<file path="config.mk">
export PLATFORM = sky130hd
export DESIGN_NAME = imm_gen_pipe
export DESIGN_NICKNAME = d
export VERILOG_FILES = /design/src/rtl/imm_pkg.sv /design/src/rtl/imm_decode.sv /design/src/rtl/imm_gen_pipe.sv
export SDC_FILE = /design/constraint.sdc
export NUM_CORES = 1
export LEC_CHECK = 0
export ABC_AREA = 1
export BUFFER_PORTS_ARGS = -buffer_cell sky130_fd_sc_hd__buf_4
export CAP_MARGIN = 15
export CORE_MARGIN = 8
export CORE_UTILIZATION = 49
export DETAILED_ROUTE_END_ITERATION = 6
export MAX_ROUTING_LAYER = met4
export PLACE_DENSITY = 0.78
export REMOVE_ABC_BUFFERS = 1
export SLEW_MARGIN = 20
export SYNTH_ARGS = -nofsm -noshare
export SYNTH_HDL_FRONTEND = slang
export SYNTH_SLANG_ARGS = --single-unit
export TNS_END_PERCENT = 20
</file>
<file path="constraint.sdc">
create_clock -name clk -period 7.2 [get_ports clk]
set_input_delay 1.44 -clock clk [delete_from_list [all_inputs] [get_ports clk]]
set_output_delay 1.44 -clock clk [all_outputs]
set_load 0.05 [all_outputs]
</file>
<file path="src/rtl/imm_pkg.sv">
// Shared definitions for the immediate generator: immsrc encodings and XLEN default.
package imm_pkg;

  localparam int unsigned XLEN_DEFAULT = 32;

  localparam logic [2:0] IMM_I   = 3'b000;
  localparam logic [2:0] IMM_S   = 3'b001;
  localparam logic [2:0] IMM_B   = 3'b010;
  localparam logic [2:0] IMM_J   = 3'b011;
  localparam logic [2:0] IMM_U   = 3'b100;
  localparam logic [2:0] IMM_CSR = 3'b101;

endpackage

</file>
<file path="src/rtl/imm_decode.sv">
// Combinational RISC-V immediate decode from instr[31:7] to {immext, illegal}.
// IMM_CSR_UIMM_EN enables immsrc=101 as the zero-extended CSR uimm; otherwise 101 is reserved.
module imm_decode
  import imm_pkg::*;
#(
  parameter int unsigned XLEN = XLEN_DEFAULT
) (
  input  logic [24:0]     instr,
  input  logic [2:0]      immsrc,
  output logic [XLEN-1:0] immext,
  output logic            illegal
);

  // Indexed as the architectural bit positions so the format table reads directly.
  logic [31:7] x;
  logic [31:0] imm32;
  logic        sext;

  assign x = instr;

  always_comb begin
    imm32   = '0;
    sext    = 1'b1;
    illegal = 1'b0;
    case (immsrc)
      IMM_I:   imm32 = {{20{x[31]}}, x[31:20]};
      IMM_S:   imm32 = {{20{x[31]}}, x[31:25], x[11:7]};
      IMM_B:   imm32 = {{19{x[31]}}, x[31], x[7], x[30:25], x[11:8], 1'b0};
      IMM_J:   imm32 = {{11{x[31]}}, x[31], x[19:12], x[20], x[30:21], 1'b0};
      IMM_U:   imm32 = {x[31:12], 12'b0};
`ifdef IMM_CSR_UIMM_EN
      IMM_CSR: begin
        imm32 = {27'b0, x[19:15]};
        sext  = 1'b0;
      end
`endif
      default: illegal = 1'b1;
    endcase
    immext = sext ? XLEN'(signed'(imm32)) : XLEN'(imm32);
  end

endmodule

</file>
<file path="src/rtl/imm_gen_pipe.sv">
// Pipelined immediate generator: decode registered behind a valid/ready handshake
// with a main output register and one skid entry. Optional feature macro: IMM_CSR_UIMM_EN.
module imm_gen_pipe
  import imm_pkg::*;
#(
  parameter int unsigned XLEN  = XLEN_DEFAULT,
  parameter int unsigned TAG_W = 5
) (
  input  logic             clk,
  input  logic             reset,
  input  logic             in_valid,
  output logic             in_ready,
  input  logic [24:0]      instr,
  input  logic [2:0]       immsrc,
  input  logic [TAG_W-1:0] in_tag,
  output logic             out_valid,
  input  logic             out_ready,
  output logic [XLEN-1:0]  immext,
  output logic [TAG_W-1:0] out_tag,
  output logic             illegal
);

  logic [XLEN-1:0]  dec_imm;
  logic             dec_ill;

  logic             main_v_q,   main_v_d;
  logic [XLEN-1:0]  main_imm_q, main_imm_d;
  logic [TAG_W-1:0] main_tag_q, main_tag_d;
  logic             main_ill_q, main_ill_d;
  logic             skid_v_q,   skid_v_d;
  logic [XLEN-1:0]  skid_imm_q, skid_imm_d;
  logic [TAG_W-1:0] skid_tag_q, skid_tag_d;
  logic             skid_ill_q, skid_ill_d;

  imm_decode #(.XLEN(XLEN)) u_decode (
    .instr   (instr),
    .immsrc  (immsrc),
    .immext  (dec_imm),
    .illegal (dec_ill)
  );

  always_comb begin
    main_v_d   = main_v_q;
    main_imm_d = main_imm_q;
    main_tag_d = main_tag_q;
    main_ill_d = main_ill_q;
    skid_v_d   = skid_v_q;
    skid_imm_d = skid_imm_q;
    skid_tag_d = skid_tag_q;
    skid_ill_d = skid_ill_q;
    // in_ready is !skid_v_q, so no input can arrive on a cycle the skid entry refills main.
    if (!main_v_q || out_ready) begin
      if (skid_v_q) begin
        main_v_d   = 1'b1;
        main_imm_d = skid_imm_q;
        main_tag_d = skid_tag_q;
        main_ill_d = skid_ill_q;
        skid_v_d   = 1'b0;
      end else begin
        main_v_d = in_valid;
        if (in_valid) begin
          main_imm_d = dec_imm;
          main_tag_d = in_tag;
          main_ill_d = dec_ill;
        end
      end
    end else if (in_valid && !skid_v_q) begin
      skid_v_d   = 1'b1;
      skid_imm_d = dec_imm;
      skid_tag_d = in_tag;
      skid_ill_d = dec_ill;
    end
  end

  always_ff @(posedge clk or posedge reset) begin
    if (reset) begin
      main_v_q   <= 1'b0;
      main_imm_q <= '0;
      main_tag_q <= '0;
      main_ill_q <= 1'b0;
      skid_v_q   <= 1'b0;
      skid_imm_q <= '0;
      skid_tag_q <= '0;
      skid_ill_q <= 1'b0;
    end else begin
      main_v_q   <= main_v_d;
      main_imm_q <= main_imm_d;
      main_tag_q <= main_tag_d;
      main_ill_q <= main_ill_d;
      skid_v_q   <= skid_v_d;
      skid_imm_q <= skid_imm_d;
      skid_tag_q <= skid_tag_d;
      skid_ill_q <= skid_ill_d;
    end
  end

  assign in_ready  = !skid_v_q;
  assign out_valid = main_v_q;
  assign immext    = main_imm_q;
  assign out_tag   = main_tag_q;
  assign illegal   = main_ill_q;

endmodule
</file>
After elaboration in Yosys (flattened, before gate mapping)

Index checks and enable logic that the tools add are counted.

Equal/unequal tests: 4
Muxes and demuxes: 11
Bitwise operators: 1
Reduce and logical (&&, ||, !) cells: 10

Operator list:

| operator           | count |
|---|---|
| $pmux 32 s5        | 1 |
| $mux 32            | 2 |
| $mux 5             | 2 |
| $eq 3x2->1 const B | 2 |
| $mux 1             | 6 |
| $reduce_or 5->1    | 1 |
| $reduce_and 2->1   | 2 |
| $reduce_bool 2->1  | 2 |
| $eq 3x1->1 const B | 1 |
| $eq 3x3->1 const B | 1 |
| $logic_not 3->1    | 1 |
| $logic_not 1->1    | 2 |
| $logic_and 1x1->1  | 1 |
| $logic_or 1x1->1   | 1 |
| $not 1->1          | 1 |

Register bits after elaboration: 78
Input bits: 37
Output and inout bits: 40
Logic and storage cells: 34

Logic depth before layout (Yosys ltp)

Depth after elaboration: 5
Gate-level depth with buffers: 7
Depth with buffers taken out: 7

Modules after synthesis

Synthesis repeated with hierarchy kept, for this count alone.

Cell total of the unflattened synthesis: 546
Area total of the unflattened synthesis: 3882.5 µm²

Modules (own cells, without submodules):

| module       | times used | cells an instance | area an instance (µm²) | sequential area each (µm²) |
|---|---|---|---|---|
| imm_gen_pipe | 1          | 463               | 3495.9                 | 1951.9 |
| imm_decode   | 1          | 83                | 386.6                  | 0.0 |

Worst setup path after synthesis

Ideal clock, no wire load.

Path kind: flip-flop to output port
Start point: register skid_v_q
End point: output in_ready
Arrival time: 0.972 ns
Data required time: 5.760 ns
Setup slack: 4.788 ns
Stages on the path, launching flop included: 4
Path buffers: 2
Cell sequence: dfrtp_1 > buf_2 > inv_2 > buf_2

Longest elaborated chain between the ends: 1

Ends and longest elaborated chain:

| what                   | line               | text |
|---|---|---|
| from (decl)            | imm_gen_pipe.sv:30 | `logic skid_v_q, skid_v_d;` |
| from (signal assigned) | imm_gen_pipe.sv:90 | `skid_v_q <= skid_v_d;` |
| $logic_not 1->1        | imm_gen_pipe.sv:97 | `assign in_ready = !skid_v_q;` |
| to (decl)              | imm_gen_pipe.sv:12 | `output logic in_ready,` |

No other way between the ends.

Final worst setup path

Same ends and word-level chain as after synthesis.

==> impl_metrics.json <==
{
  "cts_buffers": 9,
  "post-place-ws_ns": 4.15,
  "wirelength_um": 9090,
  "fmax_ghz": 0.295,
  "fin_ws_ns": 3.81,
  "dr_total_vias": 3315,
  "wl_per_cell_um": 14.2,
  "clock-root-buffer": "clkbuf_8",
  "post_cts_buffers": 0,
  "outcome": "finished clean",
  "share_comb_of_total_power_pct": 31.4,
  "crit_chain": "buf_4 > inv_2 > buf_4",
  "synth_cell_types": 16,
  "cts-resized-gates": 0,
  "synth-seq-area-share_pct": 53.6,
  "core_region_area_um2": 7210,
  "synth_ff_type": "dfrtp_1",
  "swShare_pct": 37.5,
  "synthTopCellsByArea": "dfrtp_1, nand2_1, a21oi_1",
  "hold_buffers": 0,
  "setup_tns_ns": 0,
  "die_w_um": 102,
  "p_leak_nw": 2.35,
  "fin_crit_sh_pct": 47.1,
  "final_nets": 572,
  "p_per_area_nw_per_um2": 296,
  "portBuffers": 76,
  "synthTopCellsByCount": "nand2_1, dfrtp_1, a21oi_1",
  "htreeDepth": 3,
  "ant_nets": 0,
  "syn_inst": 471,
  "worst-setup-path-type": "flip-flop to primary output",
  "firstDrtPassIters": 4,
  "crit_buf_inv": 3,
  "drtIter0Drc": 201,
  "path_max_fanout": 42,
  "p_total_mw": 1.32,
  "power.internal_mw": 0.822,
  "clock_path_buffers": 2,
  "crit_slowest_cell": "inv_2",
  "antenna-diode-count": 0,
  "relSlewSlack_pct": 35.2,
  "instances_no_fill": 639,
  "max-cap-violations": 0,
  "synth_edf_count": 0,
  "place_inst": 623,
  "clock_latency_ns": 0.35,
  "rows": 31,
  "hold_class": "flip-flop to flip-flop",
  "die_area_um2": 10400,
  "worst_pin_slew_ns": 0.972,
  "finalMaxSlewViolations": 0,
  "dp_hpwl_um": 5900,
  "place.gp.congestion": 0.797,
  "grt_start_max_net_pins": 79,
  "grt_pass1_vias": 3265,
  "synth.most_common_cell": "nand2_1",
  "ir_drop_uv": 224,
  "drc": 0,
  "fin_skew_ns": 0.0105,
  "clkPwrFrac_pct": 25.7,
  "clk_pin_slew_worst_paths_ns": 0.08,
  "track_usage_pct": 18.7,
  "seqPwrFrac_pct": 42.8,
  "slowest_delay_ns": 0.61,
  "yosysWarningCount": 0,
  "initial_utilization_pct": 50.5,
  "setup_violations": 0,
  "rsz0062_at_grt": "no",
  "drive_gt1_share_pct": 19.1,
  "path_common_cell": "buf_4",
  "syn_to_final_growth_pct": 22.2,
  "synth-seq-cells": 78,
  "synth_top_area_cell": "dfrtp_1",
  "synth_top_area_share_pct": 53.6,
  "dieHeight_um": 102,
  "hold_viol": 0,
  "syn-cell-area_um2": 3640,
  "end_kind": "primary output",
  "critPathRequiredTime_ns": 5.76,
  "synth_area_per_cell_um2": 7.73,
  "synth-async-reset-ratio_pct": 100,
  "grt_antenna_before_repair": 0,
  "critPathTopFamily": "buffers and inverters",
  "vias_per_cell": 5.19,
  "cp-start-kind": "flip-flop",
  "clkSinkCount": 78,
  "globalRouteOverflowTotal": 0,
  "power.switching_mw": 0.494,
  "holdWs_ns": 0.476,
  "cts_tree": "built",
  "fin_crit_ns": 3.39,
  "ios": 77,
  "crit_arrival_ns": 1.95,
  "grt_pass1_wl_um": 15000
}
metal layers:
layer / global-route usage [%] / part of all wire, %
met5: - / 0
met3: 5.11 / 7.4
met1: 22.1 / 43
met4: 6.21 / 0.88
met2: 30.3 / 49
layout make-up:
class	count	area, um2
fill	654	2770
sequential	78	1950
multi-input combinational	333	1440
timing repair buffer	80	601
clock buffer	11	151
inverter	33	125
tap	99	124
clock inverter	5	56.3
tightest hold or removal path, cell delays in order (launching register included):
cell and delay (ns):
dfrtp_1 0.35, nand2_1 0.05, nand2_1 0.04
power groups by stage:
stage | clock, mW | sequential [mW] | combinational [mW]
2_1_floorplan | 0 | 0.718 | 0.128
3_3_place_gp | 0 | 0.569 | 0.408
3_5_place_dp | 0 | 0.573 | 0.417
4_1_cts | 0.347 | 0.564 | 0.418
5_1_grt | 0.361 | 0.574 | 0.448
6_report | 0.338 | 0.564 | 0.414
flip-flops by register name, indices dropped and copies added (netlist names):
name and flops:
skid_ill_q 1, illegal 1, skid_imm_q 32, out_valid 1, immext 32, out_tag 5
skid_v_q 1, skid_tag_q 5
through the flow:
| step | util, % | area (um2) |
|---|---|---|
| floorplan | - | 3510 |
| global placement | 58.8 | 4240 |
| detailed placement | 58.8 | 4240 |
| CTS | 61.7 | 4450 |
| global route | 61.7 | 4450 |
| finish | 61.7 | 4450 |
cell usage in the layout (no fill, tap or decap):
master / n
buf_4: 80
nand2_1: 185
inv_6: 1
a21oi_1: 46
nor2_1: 25
o21ai_4: 1
inv_1: 29
a31oi_1: 5
nand3_1: 32
clkinvlp_4: 1
dfrtp_1: 78
clkinv_2: 3
o21ai_1: 5
nor3_4: 1
clkbuf_8: 11
o21ai_0: 29
o21ai_2: 1
nand4_1: 3
bufinv_16: 1
inv_2: 3
final timing paths:
check,start,end,slack [ns],depth (start not counted)
max,skid_v_q$_DFFE_PP0P_,in_ready,3.81,3
min,skid_imm_q[22]$_DFFE_PP0P_,skid_imm_q[22]$_DFFE_PP0P_,0.48,2
max reg2reg,skid_v_q$_DFFE_PP0P_,immext[27]$_DFFE_PP0P_,5.16,6
min reg2reg,skid_imm_q[22]$_DFFE_PP0P_,skid_imm_q[22]$_DFFE_PP0P_,0.48,2
max in group asynchronous,reset,skid_imm_q[26]$_DFFE_PP0P_,5.17,3
min in group asynchronous,reset,immext[8]$_DFFE_PP0P_,1.36,3
kinds of logic (layout without fill, tap and decap cells):
| group | count (synthesis) | count (layout) | share of synthesized area, % |
|---|---|---|---|
| AOI/OAI and AO/OA | 87 | 87 | 12.3 |
| buffers and inverters | 60 | 129 | 7.01 |
| DFF | 78 | 78 | 53.6 |
| and+or+nand+nor | 246 | 246 | 27.0 |
(Power assumes the default switching activity.)
